<file path="src/rtl/pri_arbiter_8.sv">
// pri_arbiter_8: 8-requester arbiter with fixed-priority or round-robin selection,
// grant hold until release, and a hold limit that forces rotation.
module pri_arbiter_8 #(
    parameter int MAX_HOLD = 16,
    parameter int CNT_W    = 8
) (
    input  logic       clk,
    input  logic       rst_n,
    input  logic       mode,
    input  logic [7:0] req,
    output logic [7:0] gnt,
    output logic [2:0] gnt_id,
    output logic       gnt_valid,
    output logic       timeout
);

    typedef enum logic {
        IDLE  = 1'b0,
        GRANT = 1'b1
    } state_e;

    state_e             state_q, state_d;
    logic [2:0]         gnt_id_q, gnt_id_d;
    logic [7:0]         gnt_q, gnt_d;
    logic               gnt_valid_q, gnt_valid_d;
    logic               timeout_q, timeout_d;
    logic [CNT_W-1:0]   hold_cnt_q, hold_cnt_d;
    logic [2:0]         rr_start_q, rr_start_d;

    logic               holder_req;
    logic               at_limit;
    logic [2:0]         rr_next;
    logic [2:0]         search_start;
    logic [7:0]         eligible;
    logic [3:0]         pick;

    // Returns {found, index}. Fixed mode favours the highest bit; round-robin
    // favours start, start-1, ... wrapping mod 8.
    function automatic logic [3:0] arbitrate(input logic [7:0] r,
                                             input logic       md,
                                             input logic [2:0] start);
        logic [3:0] res;
        logic [2:0] idx;
        res = 4'd0;
        idx = 3'd0;
        if (!md) begin
            for (int i = 0; i < 8; i++) begin
                if (r[i]) res = {1'b1, 3'(i)};
            end
        end else begin
            for (int k = 7; k >= 0; k--) begin
                idx = start - 3'(k);
                if (r[idx]) res = {1'b1, idx};
            end
        end
        return res;
    endfunction

    assign holder_req = req[gnt_id_q];
    assign at_limit   = (hold_cnt_q >= CNT_W'(MAX_HOLD));
    assign rr_next    = gnt_id_q - 3'd1;

    // The round-robin pointer moves past the outgoing holder before the
    // same-edge re-arbitration, so the next search starts just below it.
    always_comb begin
        // NOTE: every signal written here gets a default first so no latch is inferred.
        eligible     = req;
        search_start = rr_start_q;
        if (state_q == GRANT) begin
            search_start = rr_next;
            if (holder_req) eligible = req & ~(8'd1 << gnt_id_q);
        end
    end

    assign pick = arbitrate(eligible, mode, search_start);

    always_comb begin
        state_d    = state_q;
        gnt_id_d   = gnt_id_q;
        hold_cnt_d = hold_cnt_q;
        rr_start_d = rr_start_q;
        timeout_d  = 1'b0;

        case (state_q)
            IDLE: begin
                if (pick[3]) begin
                    state_d    = GRANT;
                    gnt_id_d   = pick[2:0];
                    hold_cnt_d = CNT_W'(1);
                end
            end
            GRANT: begin
                if (holder_req && !at_limit) begin
                    hold_cnt_d = hold_cnt_q + CNT_W'(1);
                end else begin
                    rr_start_d = rr_next;
                    timeout_d  = holder_req;
                    if (pick[3]) begin
                        gnt_id_d   = pick[2:0];
                        hold_cnt_d = CNT_W'(1);
                    end else begin
                        state_d    = IDLE;
                        gnt_id_d   = 3'd0;
                        hold_cnt_d = '0;
                    end
                end
            end
            default: begin
                state_d = IDLE;
            end
        endcase

        gnt_valid_d = (state_d == GRANT);
        gnt_d       = gnt_valid_d ? (8'd1 << gnt_id_d) : 8'd0;
    end

    // NOTE: sequential state uses non-blocking assignments so all flops update together.
    always_ff @(posedge clk or negedge rst_n) begin
        if (!rst_n) begin
            state_q     <= IDLE;
            gnt_id_q    <= 3'd0;
            gnt_q       <= 8'd0;
            gnt_valid_q <= 1'b0;
            timeout_q   <= 1'b0;
            hold_cnt_q  <= '0;
            rr_start_q  <= 3'd7;
        end else begin
            state_q     <= state_d;
            gnt_id_q    <= gnt_id_d;
            gnt_q       <= gnt_d;
            gnt_valid_q <= gnt_valid_d;
            timeout_q   <= timeout_d;
            hold_cnt_q  <= hold_cnt_d;
            rr_start_q  <= rr_start_d;
        end
    end

    assign gnt       = gnt_q;
    assign gnt_id    = gnt_id_q;
    assign gnt_valid = gnt_valid_q;
    assign timeout   = timeout_q;

endmodule
</file>
<file path="config.mk">
export PLATFORM = sky130hd
export DESIGN_NAME = pri_arbiter_8
export DESIGN_NICKNAME = d
export VERILOG_FILES = /design/src/rtl/pri_arbiter_8.sv
export SDC_FILE = /design/constraint.sdc
export NUM_CORES = 1
export LEC_CHECK = 0
export CORE_MARGIN = 4
export CORE_UTILIZATION = 59
export DETAILED_ROUTE_END_ITERATION = 8
export PLACE_DENSITY = 0.82
export SLEW_MARGIN = 20
export SYNTH_ARGS = -nofsm -noshare
export SYNTH_HDL_FRONTEND = slang
export SYNTH_SLANG_ARGS = --single-unit
</file>
<file path="constraint.sdc">
create_clock -name clk -period 5.9 [get_ports clk]
set_input_delay 0.59 -clock clk [delete_from_list [all_inputs] [get_ports clk]]
set_output_delay 0.59 -clock clk [all_outputs]
set_load 0.05 [all_outputs]
</file>
==> results of run 1 <==
==> per-layer routing <==
layer  vias to the layer above  track usage  wire length, um  part of all wire
li1                       1265            -                -                 -
met1                      1234        0.386             3160              0.43
met2                       161        0.410             3340              0.46
met3                        13       0.0528              669             0.092
met4                         0       0.0505              130             0.018
met5                         -            0                0                 0
==> area by class of cell <==
class,count,area (um^2),share of cell area
clock inverter,1,30.0,0.0100
tap,52,65.1,0.0217
multi-input combinational,268,1930,0.646
clock buffer,3,41.3,0.0138
inverter,19,71.3,0.0238
sequential,24,604,0.202
timing repair buffer,26,248,0.0828
==> through the flow <==
stage | utilization | hold WS, ns | instance area [um^2] | cells
3_3_place_gp | 0.668 | 0.488 | 2930 | 389
3_5_place_dp | 0.668 | 0.491 | 2930 | 389
4_1_cts | 0.684 | 0.495 | 3000 | 393
5_1_grt | 0.683 | 0.316 | 2990 | 393
2_1_floorplan | - | 0.294 | 2680 | 324
6_report | 0.683 | 0.283 | 2990 | 393
==> placed cells by master, fill, tap and decap left out, types with 5 or more instances in the layout <==
| cell | instances |
|---|---|
| sky130_fd_sc_hd__nor3b_1 | 5 |
| sky130_fd_sc_hd__nand2b_1 | 7 |
| sky130_fd_sc_hd__nand2_1 | 27 |
| sky130_fd_sc_hd__a21oi_1 | 15 |
| sky130_fd_sc_hd__mux2i_1 | 23 |
| sky130_fd_sc_hd__o21ai_0 | 27 |
| sky130_fd_sc_hd__mux2_2 | 7 |
| sky130_fd_sc_hd__clkdlybuf4s50_1 | 22 |
| sky130_fd_sc_hd__dfrtp_1 | 21 |
| sky130_fd_sc_hd__and2_1 | 5 |
| sky130_fd_sc_hd__o22ai_1 | 5 |
| sky130_fd_sc_hd__inv_1 | 17 |
| sky130_fd_sc_hd__nor3_1 | 21 |
| sky130_fd_sc_hd__and3_1 | 5 |
| sky130_fd_sc_hd__nand3_1 | 7 |
| sky130_fd_sc_hd__ha_1 | 9 |
| sky130_fd_sc_hd__nor2_1 | 18 |
==> flip-flops by register name, summed over array words and instances (netlist names) <==
signal / flops
timeout: 1
gnt: 8
gnt_id: 3
gnt_valid: 1
rr_start_q: 3
hold_cnt_q: 8
==> worst max-delay path: cells and delay by family, from the launching register on <==
family          cells  cell delay, ns
mux                 2            0.60
simple gates        4            1.26
compound gates      4            1.09
flops               1            0.64
fa+ha+maj           2            0.62
buf+inv             2            0.42
==> worst max-delay path by stage <==
stage                            end  slack (ns)  depth (start not counted)
finish              gnt[0]$_DFF_PN0_        1.16                         14
global route        gnt[0]$_DFF_PN0_        0.82                         14
CTS                 gnt[0]$_DFF_PN0_        1.27                         14
detailed placement  gnt[0]$_DFF_PN0_        1.25                         14
global placement    gnt[4]$_DFF_PN0_        1.53                         14
floorplan           gnt[1]$_DFF_PN0_        1.43                         14
==> cells by family (layout without fill, tap and decap cells) <==
logic type,count (synthesis),in the layout,share of synthesized area
and+or+nand+nor,122,122,0.246
adders and majority gates,9,9,0.0421
muxes,33,33,0.141
DFF,24,24,0.226
AOI/OAI and AO/OA,100,100,0.271
buffers and inverters,32,49,0.0523
xor gates and xnor gates,4,4,0.0229
==> metrics.txt, run 1 <==
# TYPE chip_impl_metric gauge
chip_impl_info{name="outcome",value="completed"} 1
chip_impl_info{name="crit_path_cell_trace",value="inv_1 > ha_1 > mux2_2 > inv_1 > ha_1 > a211o_1 > nand2_1 > mux2i_1 > nor4_1 > nor4bb_1 > o21bai_2 > o211a_1 > a31oi_4 > nor3b_1"} 1
chip_impl_metric{name="number_of_antenna_violations_at_the_first_check_in_global_routing",unit=""} 0
chip_impl_metric{name="antenna-diode-count",unit=""} 0
chip_impl_info{name="synthTopCellsByArea",value="sky130_fd_sc_hd__dfrtp_1 (20%), sky130_fd_sc_hd__mux2i_1 (8.6%), sky130_fd_sc_hd__o21ai_0 (5.0%)"} 1
chip_impl_info{name="ctsRootBufferMaster",value="sky130_fd_sc_hd__clkbuf_8"} 1
chip_impl_metric{name="timing.final.setup_violations",unit=""} 0
chip_impl_metric{name="grt_start_max_net_pins",unit=""} 25
chip_impl_metric{name="placeableCoreArea",unit="um^2"} 4380
chip_impl_metric{name="area_delta_synth_final",unit="%"} 11.8
chip_impl_metric{name="detailedPlace.worstSlack",unit="ns"} 1.25
chip_impl_metric{name="placement.io_buffers",unit=""} 23
chip_impl_metric{name="grt_util_all_layers",unit=""} 0.265
chip_impl_metric{name="detailedRoute.firstPassIterationCount",unit=""} 5
chip_impl_metric{name="hpwl",unit="um"} 5600
chip_impl_metric{name="skew",unit="ns"} 0.0115
chip_impl_metric{name="drive_above_1_share",unit=""} 0.117
chip_impl_metric{name="synth_top_cell_area_share",unit=""} 0.196
chip_impl_metric{name="period_minus_slack",unit="ns"} 4.74
chip_impl_metric{name="drt.antenna.violating_nets",unit=""} 0
chip_impl_metric{name="timing.reg2reg.setup_slack",unit="ns"} 1.16
chip_impl_metric{name="synth_enable_flop_cells",unit=""} 0
chip_impl_info{name="ys_dominant_reg_cell",value="sky130_fd_sc_hd__dfrtp_1"} 1
chip_impl_metric{name="std_cell_rows",unit=""} 24
chip_impl_metric{name="ys_ff_latch",unit=""} 24
chip_impl_metric{name="slowest_delay",unit="ns"} 0.66
chip_impl_metric{name="starting_density_of_the_core",unit=""} 0.611
chip_impl_info{name="critPathKind",value="reg -> reg"} 1
chip_impl_info{name="critical_path.startpoint_type",value="flop"} 1
chip_impl_metric{name="num-nets-final",unit=""} 362
chip_impl_metric{name="clock_insertion_delay_worst_skew",unit="ns"} 0.27
chip_impl_metric{name="async_reset_ff_frac",unit=""} 1.00
chip_impl_metric{name="worstMarginPinSlew",unit="ns"} 0.710
chip_impl_metric{name="synthesis.instances",unit=""} 324
chip_impl_metric{name="h_tree_levels",unit=""} 1
chip_impl_metric{name="drt_wl_total",unit="um"} 7290
chip_impl_metric{name="synth.yosys.warnings",unit=""} 0
chip_impl_metric{name="slew_violations",unit=""} 0
chip_impl_info{name="unrepaired_setup_endpoints_after_global_routing",value="false"} 1
chip_impl_metric{name="syn_area",unit="um^2"} 2680
chip_impl_info{name="post-synth-top-area-cell",value="sky130_fd_sc_hd__dfrtp_1"} 1
chip_impl_metric{name="design.portCount",unit=""} 24
chip_impl_metric{name="die_width",unit="um"} 75.4
chip_impl_metric{name="grt.overflow.total",unit=""} 0
chip_impl_info{name="r2r-end",value="gnt[0]$_DFF_PN0_"} 1
chip_impl_metric{name="dr.first_iter.drc_count",unit=""} 252
chip_impl_metric{name="postCtsSetupRepairBufs",unit=""} 0
chip_impl_info{name="tritoncts",value="done"} 1
chip_impl_metric{name="r2r_cells",unit=""} 14
chip_impl_metric{name="wire_length_of_the_first_global_routing_pass",unit="um"} 11600
chip_impl_metric{name="dieArea",unit="um^2"} 5680
chip_impl_metric{name="clock_path_buffers",unit=""} 2
chip_impl_info{name="worstHoldPathType",value="in -> async"} 1
chip_impl_metric{name="final.fill_count",unit=""} 342
chip_impl_metric{name="avg_synthesized_cell_area",unit="um^2"} 8.26
chip_impl_metric{name="setup_ws",unit="ns"} 1.16
chip_impl_metric{name="post_drt_wl_per_cell",unit="um"} 18.6
chip_impl_info{name="synthTopCellsByCount",value="sky130_fd_sc_hd__nand2_1 (27), sky130_fd_sc_hd__o21ai_0 (27), sky130_fd_sc_hd__mux2i_1 (23)"} 1
chip_impl_metric{name="via_count_of_the_first_global_routing_pass",unit=""} 2303
chip_impl_metric{name="post-route-drc-count",unit=""} 0
chip_impl_metric{name="cts.hold.buffers_added",unit=""} 0
chip_impl_metric{name="hold_viol",unit=""} 0
chip_impl_metric{name="cts.repair.resized",unit=""} 0
chip_impl_metric{name="setup_tns",unit="ns"} 0
chip_impl_metric{name="via_count",unit=""} 2673
chip_impl_metric{name="gp_congestion",unit=""} 0.990
chip_impl_metric{name="synth-seq-area-share",unit=""} 0.226
chip_impl_metric{name="cp_data_arrival_time",unit="ns"} 4.91
chip_impl_metric{name="relative_slew_slack",unit=""} 0.520
chip_impl_metric{name="final.period_utilization",unit=""} 0.803
chip_impl_metric{name="clock_sinks",unit=""} 24
chip_impl_metric{name="critPathMaxFanout",unit=""} 15
chip_impl_metric{name="worst_setup_hold_path_clk_slew",unit="ns"} 0.09
chip_impl_metric{name="timing_limited_maximum_frequency",unit="MHz"} 211
chip_impl_info{name="r2r-start",value="gnt_id[1]$_DFF_PN0_"} 1
chip_impl_metric{name="mappedNetlistNets",unit=""} 344
chip_impl_metric{name="die_height",unit="um"} 75.4
chip_impl_info{name="worstSetupStartpoint",value="gnt_id[1]$_DFF_PN0_"} 1
chip_impl_info{name="cpMaxStageDelayCell",value="sky130_fd_sc_hd__nor4bb_1"} 1
chip_impl_metric{name="post_drt_via_cell_ratio",unit=""} 6.80
chip_impl_metric{name="max_cap_viol_count",unit=""} 0
chip_impl_info{name="endpoint_kind",value="flop"} 1
chip_impl_metric{name="cts_inserted_buffers",unit=""} 3
chip_impl_metric{name="synth.distinct_cells",unit=""} 69
chip_impl_metric{name="timing.critical_path.required",unit="ns"} 6.07
Power of run 1 is left out: the tool's default activity adds up to more than one toggle a clock period on the data nets, which glitch-free logic cannot reach.
==> run 2, diff against run 1 <==
==> constraint.sdc (replaced) <==
create_clock -name clk -period 4.37 [get_ports clk]
set_input_delay 0.437 -clock clk [delete_from_list [all_inputs] [get_ports clk]]
set_output_delay 0.437 -clock clk [all_outputs]
set_load 0.05 [all_outputs]
==> run 2 against run 1 <==
Via count grew 2.8%. Sequential cell count is the same. Critical path type unchanged. Utilization grew 1.8 points. First-iteration DRC count shrank 17%. Count of clock-buffer cells in the layout grew 1.
==> metrics.txt, run 2 (synthesized netlist as in run 1, its figures left out) <==
# TYPE chip_impl_metric gauge
chip_impl_metric{name="die_width",unit="um"} 75.4
chip_impl_metric{name="clock_path_buffers",unit=""} 2
chip_impl_metric{name="clock_insertion_delay_worst_skew",unit="ns"} 0.26
chip_impl_metric{name="gp_congestion",unit=""} 0.965
chip_impl_metric{name="cts_inserted_buffers",unit=""} 3
chip_impl_metric{name="hpwl",unit="um"} 5800
chip_impl_metric{name="final.fill_count",unit=""} 361
chip_impl_info{name="critPathKind",value="reg -> reg"} 1
chip_impl_metric{name="critPathMaxFanout",unit=""} 15
chip_impl_metric{name="post_drt_via_cell_ratio",unit=""} 6.79
chip_impl_metric{name="post_drt_wl_per_cell",unit="um"} 18.8
chip_impl_metric{name="dr.first_iter.drc_count",unit=""} 210
chip_impl_metric{name="period_minus_slack",unit="ns"} 4.10
chip_impl_metric{name="cp_data_arrival_time",unit="ns"} 4.27
chip_impl_metric{name="drt_wl_total",unit="um"} 7600
chip_impl_metric{name="timing_limited_maximum_frequency",unit="MHz"} 244
chip_impl_info{name="crit_path_cell_trace",value="inv_1 > ha_1 > mux2_2 > inv_1 > ha_1 > a211o_1 > nand2_1 > nor2_1 > or4_1 > nor4bb_1 > buf_4 > o21bai_1 > a221oi_1 > o32a_2 > inv_2 > nor3b_1"} 1
chip_impl_metric{name="drt.antenna.violating_nets",unit=""} 0
chip_impl_info{name="cpMaxStageDelayCell",value="sky130_fd_sc_hd__dfrtp_2"} 1
chip_impl_metric{name="via_count_of_the_first_global_routing_pass",unit=""} 2551
chip_impl_metric{name="area_delta_synth_final",unit="%"} 14.7
chip_impl_info{name="layout.cells.most_common_list",value="sky130_fd_sc_hd__o21ai_0 (27), sky130_fd_sc_hd__nand2_1 (27), sky130_fd_sc_hd__mux2i_1 (23)"} 1
chip_impl_metric{name="max_cap_viol_count",unit=""} 0
chip_impl_metric{name="worst_setup_hold_path_clk_slew",unit="ns"} 0.08
chip_impl_metric{name="detailedRoute.firstPassIterationCount",unit=""} 4
chip_impl_metric{name="die_height",unit="um"} 75.4
chip_impl_metric{name="worstMarginPinSlew",unit="ns"} 0.719
chip_impl_metric{name="placement.io_buffers",unit=""} 23
chip_impl_metric{name="skew",unit="ns"} 0.00177
chip_impl_metric{name="slowest_delay",unit="ns"} 0.51
chip_impl_metric{name="timing.critical_path.required",unit="ns"} 4.54
chip_impl_metric{name="cts.repair.resized",unit=""} 0
chip_impl_metric{name="std_cell_rows",unit=""} 24
chip_impl_metric{name="starting_density_of_the_core",unit=""} 0.611
chip_impl_metric{name="number_of_antenna_violations_at_the_first_check_in_global_routing",unit=""} 0
chip_impl_info{name="ctsRootBufferMaster",value="sky130_fd_sc_hd__clkbuf_8"} 1
chip_impl_metric{name="post-route-drc-count",unit=""} 0
chip_impl_info{name="critical_path.startpoint_type",value="flop"} 1
chip_impl_metric{name="postCtsSetupRepairBufs",unit=""} 0
chip_impl_info{name="critical-path-top-delay-family",value="simple AND/OR/NAND/NOR gates"} 1
chip_impl_metric{name="dieArea",unit="um^2"} 5680
chip_impl_metric{name="timing.final.setup_violations",unit=""} 0
chip_impl_info{name="endpoint_kind",value="flop"} 1
chip_impl_metric{name="antenna-diode-count",unit=""} 0
chip_impl_metric{name="hold_viol",unit=""} 0
chip_impl_metric{name="drive_above_1_share",unit=""} 0.150
chip_impl_metric{name="via_count",unit=""} 2748
chip_impl_metric{name="clock_sinks",unit=""} 24
chip_impl_metric{name="design.portCount",unit=""} 24
chip_impl_metric{name="num-nets-final",unit=""} 374
chip_impl_metric{name="setup_tns",unit="ns"} 0
chip_impl_info{name="outcome",value="completed"} 1
chip_impl_metric{name="placeableCoreArea",unit="um^2"} 4380
chip_impl_metric{name="relative_slew_slack",unit=""} 0.517
chip_impl_metric{name="final_core_utilization",unit=""} 0.701
chip_impl_metric{name="grt_start_max_net_pins",unit=""} 25
chip_impl_metric{name="sum_of_buffers_and_inverters_on_the_critical_path",unit=""} 4
chip_impl_metric{name="grt_util_all_layers",unit=""} 0.277
chip_impl_metric{name="h_tree_levels",unit=""} 1
chip_impl_metric{name="wire_length_of_the_first_global_routing_pass",unit="um"} 12400
chip_impl_info{name="worstHoldPathType",value="in -> async"} 1
chip_impl_metric{name="final.period_utilization",unit=""} 0.938
chip_impl_info{name="unrepaired_setup_endpoints_after_global_routing",value="false"} 1
chip_impl_metric{name="cts.hold.buffers_added",unit=""} 0
chip_impl_info{name="tritoncts",value="done"} 1
chip_impl_metric{name="slew_violations",unit=""} 0
chip_impl_metric{name="grt.overflow.total",unit=""} 0
[run 2: cell types whose count changed in the layout (fill, tap and decap cells not counted)]
| cell | change |
|---|---|
| sky130_fd_sc_hd__bufinv_16 | -1 |
| sky130_fd_sc_hd__clkbuf_1 | +1 |
| sky130_fd_sc_hd__buf_12 | +1 |
| sky130_fd_sc_hd__dfrtp_1 | -2 |
| sky130_fd_sc_hd__buf_4 | +11 |
| sky130_fd_sc_hd__dfrtp_2 | +2 |
[run 2: layout make-up]
type,instances,area (um^2),area share
flip-flops and latches,24,607,0.198
repair buffers,38,350,0.114
multi-input cells,268,1930,0.629
well taps,52,65.1,0.0212
clock buffers,4,45.0,0.0147
inverters,19,71.3,0.0232
[run 2: path summary, 6_finish.rpt]
kind,slack (ns),endpoint,startpoint,depth (start not counted)
worst max-delay path,0.27,gnt[4]$_DFF_PN0_,gnt_id[1]$_DFF_PN0_,16
worst min-delay path,0.14,hold_cnt_q[2]$_DFFE_PN0P_,rst_n,1
worst max register to register,0.27,gnt[4]$_DFF_PN0_,gnt_id[1]$_DFF_PN0_,16
worst min register to register,0.50,rr_start_q[1]$_DFFE_PN1P_,rr_start_q[1]$_DFFE_PN1P_,2
max in group asynchronous,3.86,gnt_id[0]$_DFF_PN0_,rst_n,1
min in group clk,0.50,rr_start_q[1]$_DFFE_PN1P_,rr_start_q[1]$_DFFE_PN1P_,2
[run 2: layer usage]
metal	vias up	wire (um)	track usage
li1	1288	-	-
met1	1286	3440	0.409
met2	161	3430	0.439
met3	13	627	0.0383
met4	0	103	0.0466
met5	-	0	0
[run 2: metrics by stage]
stage	setup slack (ns)	hold slack, ns	area [um^2]	std cells
2_1_floorplan	0.0499	0.141	2680	324
3_3_place_gp	0.364	0.488	3010	400
3_5_place_dp	0.231	0.488	3010	400
4_1_cts	0.192	0.499	3060	404
5_1_grt	0.00332	0.173	3070	405
6_report	0.271	0.137	3070	405
[run 2: worst reg2reg max path, cell delays in order, from the launching register on]
cell,delay [ns]
sky130_fd_sc_hd__dfrtp_2,0.51
sky130_fd_sc_hd__inv_1,0.12
sky130_fd_sc_hd__ha_1,0.31
sky130_fd_sc_hd__mux2_2,0.34
sky130_fd_sc_hd__inv_1,0.12
sky130_fd_sc_hd__ha_1,0.23
sky130_fd_sc_hd__a211o_1,0.28
sky130_fd_sc_hd__nand2_1,0.30
sky130_fd_sc_hd__nor2_1,0.06
sky130_fd_sc_hd__or4_1,0.43
sky130_fd_sc_hd__nor4bb_1,0.15
sky130_fd_sc_hd__buf_4,0.16
sky130_fd_sc_hd__o21bai_1,0.15
sky130_fd_sc_hd__a221oi_1,0.31
sky130_fd_sc_hd__o32a_2,0.26
sky130_fd_sc_hd__inv_2,0.07
sky130_fd_sc_hd__nor3b_1,0.21
Power of run 2 is left out for the same reason.
==> run 3, diff against run 2 <==
--- a/config.mk
+++ b/config.mk
@@ -13,3 +13,4 @@
 export SYNTH_ARGS = -nofsm -noshare
 export SYNTH_HDL_FRONTEND = slang
 export SYNTH_SLANG_ARGS = --single-unit
+export TNS_END_PERCENT = 5
==> results of run 3 <==
Final layout, timing and power as in run 2 (identical DEF).
Power of run 3 is left out for the same reason.
